<file path="src/rtl/qracc_pkg.sv">
// Shared QR-ACC types and defaults: SRAM phase sequencer state and phase lengths.
package qracc_pkg;

  typedef enum logic [2:0] {
    S_IDLE,
    S_PCH,
    S_WL,
    S_SENSE,
    S_RDONE
  } qracc_sram_seq_state_t;

  localparam int SRAM_PCH_CYCLES = 1;
  localparam int SRAM_WL_CYCLES  = 1;
  localparam int SRAM_SA_CYCLES  = 1;

  function automatic int max3(input int a, input int b, input int c);
    int m;
    m = (a > b) ? a : b;
    return (m > c) ? m : c;
  endfunction

endpackage

</file>
<file path="src/rtl/qracc_sram_rw_seq.sv">
// Expands one SRAM word request into registered precharge / wordline / write / sense phases
// on the analog macro and returns the sensed word as a one-cycle rd_valid_o pulse.
module qracc_sram_rw_seq
  import qracc_pkg::*;
#(
  parameter int numRows   = 128,
  parameter int numCols   = 32,
  parameter int pchCycles = SRAM_PCH_CYCLES,
  parameter int wlCycles  = SRAM_WL_CYCLES,
  parameter int saCycles  = SRAM_SA_CYCLES
) (
  input  logic                       clk,
  input  logic                       rst,
  input  logic                       analog_lock_i,
  input  logic                       rq_wr_i,
  input  logic                       rq_valid_i,
  output logic                       rq_ready_o,
  input  logic [numCols-1:0]         wr_data_i,
  input  logic [$clog2(numRows)-1:0] addr_i,
  output logic                       rd_valid_o,
  output logic [numCols-1:0]         rd_data_o,
  output logic [numRows-1:0]         WL,
  output logic                       PCH,
  output logic                       WRITE,
  output logic [numCols-1:0]         WR_DATA,
  output logic [numCols-1:0]         CSEL,
  output logic                       SAEN,
  input  logic [numCols-1:0]         SA_OUT
);

  localparam int AW = $clog2(numRows);
  localparam int CW = $clog2(max3(pchCycles, wlCycles, saCycles) + 1);

  qracc_sram_seq_state_t state, state_n;
  logic [CW-1:0]      cnt, cnt_n;
  logic               wr_q, wr_n;
  logic [AW-1:0]      addr_q, addr_n;
  logic [numCols-1:0] data_q, data_n;
  logic [numRows-1:0] wl_dec;
  logic               accept, wl_on, wr_on;

  assign rq_ready_o = (state == S_IDLE) && !analog_lock_i && !rst;
  assign accept     = rq_valid_i && rq_ready_o;

  always_comb begin
    state_n = state;
    cnt_n   = cnt;
    case (state)
      S_IDLE: if (accept) begin
        state_n = S_PCH;
        cnt_n   = '0;
      end
      S_PCH: if (cnt == CW'(pchCycles - 1)) begin
        state_n = S_WL;
        cnt_n   = '0;
      end else cnt_n = cnt + CW'(1);
      S_WL: if (cnt == CW'(wlCycles - 1)) begin
        state_n = wr_q ? S_IDLE : S_SENSE;
        cnt_n   = '0;
      end else cnt_n = cnt + CW'(1);
      S_SENSE: if (cnt == CW'(saCycles - 1)) begin
        state_n = S_RDONE;
        cnt_n   = '0;
      end else cnt_n = cnt + CW'(1);
      S_RDONE: state_n = S_IDLE;
      default: begin
        state_n = S_IDLE;
        cnt_n   = '0;
      end
    endcase
  end

  // Analog controls are registered from the next state so each phase starts on a clean edge,
  // including the accept edge where the request fields are still on the inputs.
  always_comb begin
    wr_n   = accept ? rq_wr_i   : wr_q;
    addr_n = accept ? addr_i    : addr_q;
    data_n = accept ? wr_data_i : data_q;
    wl_on  = (state_n == S_WL) || (state_n == S_SENSE);
    wr_on  = (state_n == S_WL) && wr_n;
    wl_dec = '0;
    // Rows past numRows never match, so an out-of-range address drives no wordline.
    for (int i = 0; i < numRows; i++) wl_dec[i] = (addr_n == AW'(i));
  end

  always_ff @(posedge clk) begin
    if (rst) begin
      state      <= S_IDLE;
      cnt        <= '0;
      wr_q       <= 1'b0;
      addr_q     <= '0;
      data_q     <= '0;
      PCH        <= 1'b0;
      WL         <= '0;
      CSEL       <= '0;
      WRITE      <= 1'b0;
      WR_DATA    <= '0;
      SAEN       <= 1'b0;
      rd_valid_o <= 1'b0;
      rd_data_o  <= '0;
    end else begin
      state      <= state_n;
      cnt        <= cnt_n;
      wr_q       <= wr_n;
      addr_q     <= addr_n;
      data_q     <= data_n;
      PCH        <= (state_n == S_PCH);
      WL         <= wl_on ? wl_dec : '0;
      CSEL       <= wl_on ? '1 : '0;
      WRITE      <= wr_on;
      WR_DATA    <= wr_on ? data_n : '0;
      SAEN       <= (state_n == S_SENSE);
      rd_valid_o <= (state_n == S_RDONE);
      if (state == S_SENSE && state_n == S_RDONE) rd_data_o <= SA_OUT;
    end
  end

endmodule

</file>
<file path="config.mk">
export PLATFORM = sky130hd
export DESIGN_NAME = qracc_sram_rw_seq
export DESIGN_NICKNAME = d
export VERILOG_FILES = /design/src/rtl/qracc_pkg.sv /design/src/rtl/qracc_sram_rw_seq.sv
export SDC_FILE = /design/constraint.sdc
export NUM_CORES = 1
export LEC_CHECK = 0
export CORE_UTILIZATION = 48
export DETAILED_ROUTE_END_ITERATION = 7
export PLACE_DENSITY = 0.81
export REMOVE_ABC_BUFFERS = 1
export SYNTH_ARGS = -nofsm -noshare
export SYNTH_HDL_FRONTEND = slang
export SYNTH_SLANG_ARGS = --single-unit
</file>
<file path="constraint.sdc">
create_clock -name clk -period 2 [get_ports clk]
set_input_delay 0.4 -clock clk [delete_from_list [all_inputs] [get_ports clk]]
set_output_delay 0.4 -clock clk [all_outputs]
set_load 0.005 [all_outputs]
</file>
==> PnR_summary.wiki, run 1 <==
{| class="wikitable"
! Metric !! Value
|-
| Status || finished clean
|-
| Placement-stage cell area || 14000 sq um
|-
| Unique masters post-synth || 35
|-
| Share of post-route cells with drive strength above 1 || 13.6%
|-
| Most frequently used flop master after synthesis || sky130_fd_sc_hd__dfxtp_1
|-
| DP HPWL || 22.1 mm
|-
| Vias in the first global route || 9681
|-
| Arr. time, crit path || 1550 ps
|-
| TritonCTS buffer count || 26
|-
| DRC viols || 0
|-
| Category of the worst setup path launch point || flop
|-
| Longest individual stage delay on the worst path || 510 ps
|-
| Power density relative to cell area || 720 nW/um^2
|-
| Origin of the critical flop-to-flop path || state[1]$_SDFF_PP0_
|-
| Pin slew with the least headroom to its limit || 613 ps
|-
| Endpoint of the worst register-to-register path || WR_DATA[25]$_SDFF_PP0_
|-
| DR vias/cell || 6.16
|-
| Largest net degree at the start of global routing || 91
|-
| Dominant cells by area after synthesis || sky130_fd_sc_hd__dfxtp_1, sky130_fd_sc_hd__o211ai_1, sky130_fd_sc_hd__a21oi_1, sky130_fd_sc_hd__nand4_1, sky130_fd_sc_hd__clkbuf_1
|-
| Hold bufs inserted after CTS || 0
|-
| Maximum resistive drop on vdd || 0.614 mV
|-
| Overall routing resource usage || 29.3%
|-
| Critical path type || reg -> out
|-
| Share of synthesized area occupied by flip-flops and latches || 45.6%
|-
| Share of synthesized flip-flops with an asynchronous set or reset || 0%
|-
| Period minus WS final || 1950 ps
|-
| Final worst clock skew || 22.4 ps
|-
| R2R depth || 4
|-
| Slowest stage cell on the critical path || sky130_fd_sc_hd__clkdlybuf4s50_1
|-
| Place WS || -200 ps
|-
| Upper clock frequency limit || 513 MHz
|-
| Full die area || 22500 sq um
|-
| Total Wirelength || 34.8 mm
|-
| Maximum fanout along the worst path || 16
|-
| Gpl congestion || 0.857
|-
| Number of inserted filler cells in the final layout || 1559
|-
| Clock-pin slew on the worst setup and hold paths || 60 ps
|-
| Number of antenna violations at the first check in global routing || 0
|-
| Synthesized instance count || 1190
|-
| Max-slew violation count || 0
|-
| Pleak || 0.00475 uW
|-
| Cell row count || 53
|-
| Hold path cells || 2
|-
| Hold Violations, Final || 0
|-
| H-tree lvl count || 1
|-
| Max cap viols || 0
|-
| Average routed wire per standard cell || 20.4 um
|-
| I/O pin count || 305
|-
| Cell area after layout || 14900 sq um
|-
| Slack of the critical path || 49.3 ps
|-
| Required time of the critical path || 1600 ps
|-
| Worst path bufs/invs || 2
|-
| Synth warn || 0
|-
| Number of flops mapped to enable cells by yosys || 0
|-
| Number of nets in the layout || 1493
|-
| Setup slack of the worst register-to-register path || 170 ps
|-
| Largest area contributor in the synthesized netlist || sky130_fd_sc_hd__dfxtp_1
|-
| Iteration-0 DRC count of the detailed router || 929
|-
| Worst Setup End Kind || primary output
|-
| Startpoint of the lowest-slack hold path || rst
|-
| Setup-violating endpoint count in the final report || 0
|-
| Mean instance size in the synthesized netlist || 8.84 sq um
|-
| Slew margin rel. || 59.1%
|-
| Most frequent cells after synthesis || sky130_fd_sc_hd__dfxtp_1, sky130_fd_sc_hd__a21oi_1, sky130_fd_sc_hd__o211ai_1, sky130_fd_sc_hd__nand4_1, sky130_fd_sc_hd__clkbuf_1
|-
| ANT cells || 0
|-
| Number of buffer cells added on primary ports || 304
|-
| Initial standard-cell utilization of the core || 49.4%
|-
| Maximum root-to-sink buffer count || 3
|-
| Area Growth Syn to Fin || 41.8%
|-
| CTS tree || done
|-
| Number of storage elements in the synthesis netlist || 240
|-
| Total power consumption of the routed design || 10700 uW
|-
| TritonCTS Sinks || 240
|-
| Hold endpoint || data_q[4]$_SDFF_PP0_
|-
| Global-route wire length before repair || 52.2 mm
|-
| Later-pin clock latency in the skew report || 530 ps
|-
| Syn Std Cell Area || 10500 sq um
|-
| Router iterations before antenna repair || 5
|-
| Antenna Violating Nets Remaining || 0
|-
| DIE HEIGHT || 150 um
|-
| Buffer count from post-CTS setup fixing || 0
|-
| Root cell of the clock tree || sky130_fd_sc_hd__clkbuf_16
|-
| Area of the placeable core || 21300 sq um
|-
| Critical path's top delay family || buffers and inverters
|-
| Via Count || 10535
|-
| Die width || 150 um
|-
| Top cell type's share of synthesized area || 45.6%
|-
| Most frequent cell after synthesis || sky130_fd_sc_hd__dfxtp_1
|-
| Crit path cell chain || clkbuf_16, clkdlybuf4s50_1
|-
| Portion of the clock cycle consumed by the worst path in the final layout || 97.5%
|-
| Hold Path Class || in -> reg
|-
| Grt ovf || 0
|}
cell families after synthesis:
family	count (synthesis)	share of synthesized area, %
compound gates	402	23.7
simple gates	328	20.3
flops	240	45.6
buf+inv	220	10.3
metal layers:
layer / part of all wire [%] / vias up / global-route usage (%)
met5: 0 / - / 0
met4: 2.9 / 0 / 9.95
met3: 12 / 86 / 7.10
met2: 46 / 672 / 47.0
met1: 39 / 4909 / 38.3
li1: - / 4868 / -
worst register-to-register path: cells and delay by family (launching register included):
family                 cells  cell delay, ps
AO/OA/AOI/OAI              1             170
AND/OR/NAND/NOR            2             660
flip-flops                 1             580
buffers and inverters      1             300
worst max path at each step:
stage	from	endpoint	slack [ps]	depth (start not counted)
2_1_floorplan	analog_lock_i	WL[0]$_SDFF_PP0_	-3980	3
3_3_place_gp	analog_lock_i	rq_ready_o	-200	4
3_5_place_dp	rq_valid_i	WL[96]$_SDFF_PP0_	-200	5
4_1_cts	CSEL[30]$_SDFF_PP0_	CSEL[16]	10	2
5_1_grt	CSEL[30]$_SDFF_PP0_	CSEL[26]	-10	2
6_report	CSEL[30]$_SDFF_PP0_	CSEL[26]	50	2
power by group:
group          leakage [uW]  switching, uW  internal [uW]  total [uW]
clock network      0.000412           1910           2820        4740
registers           0.00194           42.5           4820        4860
logic               0.00240            655            486        1140
registers in the layout (all words and copies together), names as in the netlist:
register,cells
WL,128
WR_DATA,32
data_q,32
rd_data_o,32
addr_q,7
state,3
CSEL,1
PCH,1
SAEN,1
WRITE,1
rd_valid_o,1
wr_q,1
layout by cell type, fill, tap and decap left out, types with 12 or more instances in the layout:
cell type	synthesis	routed
sky130_fd_sc_hd__buf_12	0	27
sky130_fd_sc_hd__o21ai_0	40	40
sky130_fd_sc_hd__clkdlybuf4s50_1	0	301
sky130_fd_sc_hd__nand2_1	65	65
sky130_fd_sc_hd__o211ai_1	144	144
sky130_fd_sc_hd__a21oi_1	201	201
sky130_fd_sc_hd__nand4_1	128	128
sky130_fd_sc_hd__clkbuf_16	0	28
sky130_fd_sc_hd__o211ai_2	16	16
sky130_fd_sc_hd__buf_4	32	84
sky130_fd_sc_hd__nand3_1	40	40
sky130_fd_sc_hd__nor4b_1	33	33
sky130_fd_sc_hd__dfxtp_1	240	238
sky130_fd_sc_hd__nor4bb_1	12	12
final cells by class:
type                            instances  area (sq um)  area share, %
Sequential cell                       240          4810           32.2
Inverter                                3          11.3         0.0755
Clock inverter                         10           105          0.704
Tap cell                              275           344           2.31
Clock buffer                           35           736           4.93
Timing Repair Buffer                  416          4230           28.4
Multi-Input combinational cell        730          4680           31.4
timing repair:
item                                    in CTS  in global routing
endpoints found under the setup margin      33                 32
gates resized for setup                      6                  3
cloned                                       0                  1
through the flow:
step	util [%]	cells	TNS, ps	hold slack [ps]
floorplan	-	973	-713220	447
global placement	65.9	1663	-22470	441
detailed placement	65.9	1663	-25440	447
CTS	69.9	1708	0	191
global route	70.1	1709	-12.7	217
finish	70.1	1709	0	203
No activity file was read; power rests on OpenSTA's default activity.
==> run 2: changes to the inputs <==
--- a/config.mk
+++ b/config.mk
@@ -7,6 +7,7 @@
 export LEC_CHECK = 0
 export CORE_UTILIZATION = 48
 export DETAILED_ROUTE_END_ITERATION = 7
+export GPL_TIMING_DRIVEN = 0
 export PLACE_DENSITY = 0.81
 export REMOVE_ABC_BUFFERS = 1
 export SYNTH_ARGS = -nofsm -noshare
==> run 2 against run 1 <==
Effect of this change:
- worst setup slack worse by 43 ps
- core utilization shrank 0.38 points
- first-iteration DRC count rose by 27%
- cell count shrank 3.5%
- non-clock buffer count decreased by 66
- count of clock-buffer cells in the layout shrank 3
- register-to-register slack worse by 110 ps
- design area down 0.55%
- sequential power about the same
- global-route usage increased by 1.9 points
- wire length increased by 7.1%
- clock skew down 11 ps
- largest cell class is now multi-input combinational cells
==> PnR_summary.wiki, run 2 (synthesis results as in run 1) <==
{| class="wikitable"
! Metric !! Value
|-
| Status || finished clean
|-
| Cell area after layout || 14800 sq um (-0.55%)
|-
| Category of the worst setup path launch point || input port
|-
| Setup slack of the worst register-to-register path || 60 ps (-110 ps)
|-
| Share of post-route cells with drive strength above 1 || 12.6% (-1.0 points)
|-
| Max cap viols || 0 (unchanged)
|-
| R2R depth || 3 (-1)
|-
| Net switching power || 2750 uW (+5.1%)
|-
| Number of inserted filler cells in the final layout || 1539 (-1.3%)
|-
| Capturing instance or port of the critical path || WL[83]$_SDFF_PP0_
|-
| Full die area || 22500 sq um (unchanged)
|-
| Overall routing resource usage || 31.2% (+1.9 points)
|-
| Total Wirelength || 37.3 mm (+7.1%)
|-
| Pleak || 0.00462 uW (-2.7%)
|-
| Area Growth Syn to Fin || 41.0%
|-
| Final hold slack || 357 ps (+153 ps)
|-
| Die width || 150 um (unchanged)
|-
| Highest-count cells in the layout ignoring fill and taps || sky130_fd_sc_hd__clkdlybuf4s50_1, sky130_fd_sc_hd__dfxtp_1, sky130_fd_sc_hd__a21oi_1
|-
| DP HPWL || 20.7 mm (-6.3%)
|-
| Later-pin clock latency in the skew report || 530 ps (about the same)
|-
| Via Count || 10704 (+1.6%)
|-
| Clock-pin slew on the worst setup and hold paths || 60 ps (about the same)
|-
| Maximum fanout along the worst path || 17 (+1)
|-
| Power density relative to cell area || 738 nW/um^2 (+2.6%)
|-
| Hold Path Class || in -> reg
|-
| Register with the most flip-flops || WL
|-
| CP startpoint || addr_i[6]
|-
| Register share of total power || 44.5% (-0.8 points)
|-
| Most frequent standard cell in the layout excluding fill and tap cells || sky130_fd_sc_hd__clkdlybuf4s50_1
|-
| Cell-internal power || 8210 uW (+1.0%)
|-
| Origin of the critical flop-to-flop path || addr_q[5]$_SDFF_PP0_
|-
| Final worst clock skew || 11.7 ps (-10.6 ps)
|-
| Slew margin rel. || 21.5% (-38 points)
|-
| TritonCTS buffer count || 26 (unchanged)
|-
| Initial standard-cell utilization of the core || 49.4% (unchanged)
|-
| Total power consumption of the routed design || 11000 uW (+2.0%)
|-
| H-tree lvl count || 1 (unchanged)
|-
| ANT cells || 0 (unchanged)
|-
| Maximum resistive drop on vdd || 0.592 mV (-3.6%)
|-
| Period minus WS final || 1990 ps (+43.0 ps)
|-
| Switching share of power || 25.1% (+0.74 points)
|-
| Crit path cell chain || clkdlybuf4s15_1, nor4bb_4, nand4_1, a21oi_1
|-
| Maximum root-to-sink buffer count || 3 (unchanged)
|-
| Area of the placeable core || 21300 sq um (unchanged)
|-
| DR vias/cell || 6.49 (+5.3%)
|-
| Global-route wire length before repair || 55.4 mm (+6.1%)
|-
| CTS tree || done
|-
| Antenna Violating Nets Remaining || 0 (unchanged)
|-
| Portion of the clock cycle consumed by the worst path in the final layout || 99.7% (+2.1 points)
|-
| Arr. time, crit path || 2430 ps (+880 ps)
|-
| Endpoint of the worst register-to-register path || WL[37]$_SDFF_PP0_
|-
| Placement-stage cell area || 13300 sq um (-5.4%)
|-
| Power share of the clock group || 44.9% (+0.8 points)
|-
| Slowest stage cell on the critical path || sky130_fd_sc_hd__clkdlybuf4s15_1
|-
| Root cell of the clock tree || sky130_fd_sc_hd__clkbuf_16
|-
| Max-slew violation count || 0 (unchanged)
|-
| Upper clock frequency limit || 502 MHz (-2.2%)
|-
| DRC viols || 0 (unchanged)
|-
| Gpl congestion || 0.807 (-5.8%)
|-
| Combinational share of power || 10.5% (about the same)
|-
| Finished Core Util || 69.7% (-0.38 points)
|-
| Number of buffer cells added on primary ports || 304 (unchanged)
|-
| Vias in the first global route || 9764 (+0.86%)
|-
| Flip-flop count of the largest register after layout || 128 (unchanged)
|-
| Largest net degree at the start of global routing || 86 (-5.5%)
|-
| Hold bufs inserted after CTS || 0 (unchanged)
|-
| Iteration-0 DRC count of the detailed router || 1183 (+27%)
|-
| Average routed wire per standard cell || 22.6 um (+11%)
|-
| Router iterations before antenna repair || 5 (unchanged)
|-
| I/O pin count || 305 (unchanged)
|-
| Critical path type || in -> reg
|-
| Setup-violating endpoint count in the final report || 0 (unchanged)
|-
| TritonCTS Sinks || 240 (unchanged)
|-
| Pin slew with the least headroom to its limit || 1170 ps (+562 ps)
|-
| Grt ovf || 0 (unchanged)
|-
| Cell row count || 53 (unchanged)
|-
| Worst Setup End Kind || flop
|-
| Longest individual stage delay on the worst path || 940 ps (+430 ps)
|-
| Required time of the critical path || 2440 ps (+840 ps)
|-
| Number of antenna violations at the first check in global routing || 0 (unchanged)
|-
| Number of nets in the layout || 1433 (-4.0%)
|-
| Hold Violations, Final || 0 (unchanged)
|-
| DIE HEIGHT || 150 um (unchanged)
|}
==> run 2: what timing repair did <==
action	4_1_cts	5_1_grt
gates resized for setup	54	33
gates cloned	7	1
setup buffers	11	11
endpoints found under the setup margin	273	128
pin swaps	5	3
==> run 2: worst min-delay path by stage <==
stage	from	end	slack, ps	cells after the start
final	rst	data_q[6]$_SDFF_PP0_	360	2
after CTS	rst	data_q[6]$_SDFF_PP0_	350	2
after floorplan	rd_data_o[0]$_SDFFE_PP0P_	rd_data_o[0]$_SDFFE_PP0P_	450	2
after detailed placement	rd_data_o[9]$_SDFFE_PP0P_	rd_data_o[9]$_SDFFE_PP0P_	450	2
after global placement	rd_data_o[31]$_SDFFE_PP0P_	rd_data_o[31]$_SDFFE_PP0P_	440	2
after global routing	rst	data_q[0]$_SDFF_PP0_	370	2
==> run 2: metrics by stage <==
step	setup WS, ps	setup TNS [ps]	cells
final	6.38	0	1649
after detailed placement	-1130	-186900	1575
after global routing	-16.7	-25.8	1649
after CTS	-128	-2510	1638
after floorplan	-3980	-713220	973
after global placement	-7660	-1440350	1552
==> run 2: final cells by class <==
type / instances / area, sq um / area share [%]
Multi-Input combinational cell: 736 / 5040 / 33.9
Sequential cell: 240 / 4830 / 32.5
Timing Repair Buffer: 350 / 3730 / 25.2
Clock buffer: 32 / 713 / 4.81
Tap cell: 275 / 344 / 2.32
Clock inverter: 13 / 170 / 1.15
Inverter: 3 / 11.3 / 0.0759
==> run 2: power groups by stage <==
stage          clock network, uW  logic (uW)  registers, uW
4_1_cts                     4980        1070           4880
5_1_grt                     5210        1200           4880
3_5_place_dp                   0         948           5000
3_3_place_gp                   0         839           5000
6_report                    4920        1150           4880
2_1_floorplan                  0         384           4980
==> run 2: layer usage <==
metal | up-vias | share of wire [%] | wire length (um) | global-route usage (%)
met5 | - | 0 | 0 | 0
met4 | 0 | 3.3 | 1250 | 11.7
met3 | 113 | 12 | 4480 | 7.10
met2 | 778 | 47 | 17400 | 50.4
met1 | 5040 | 38 | 14200 | 40.5
li1 | 4773 | - | - | -
==> run 2: worst max-delay path, delay by kind of cell <==
kind / cells / cell delay (ps)
and+or+nand+nor: 2 / 840
buffers and inverters: 1 / 940
AOI/OAI and AO/OA: 1 / 240
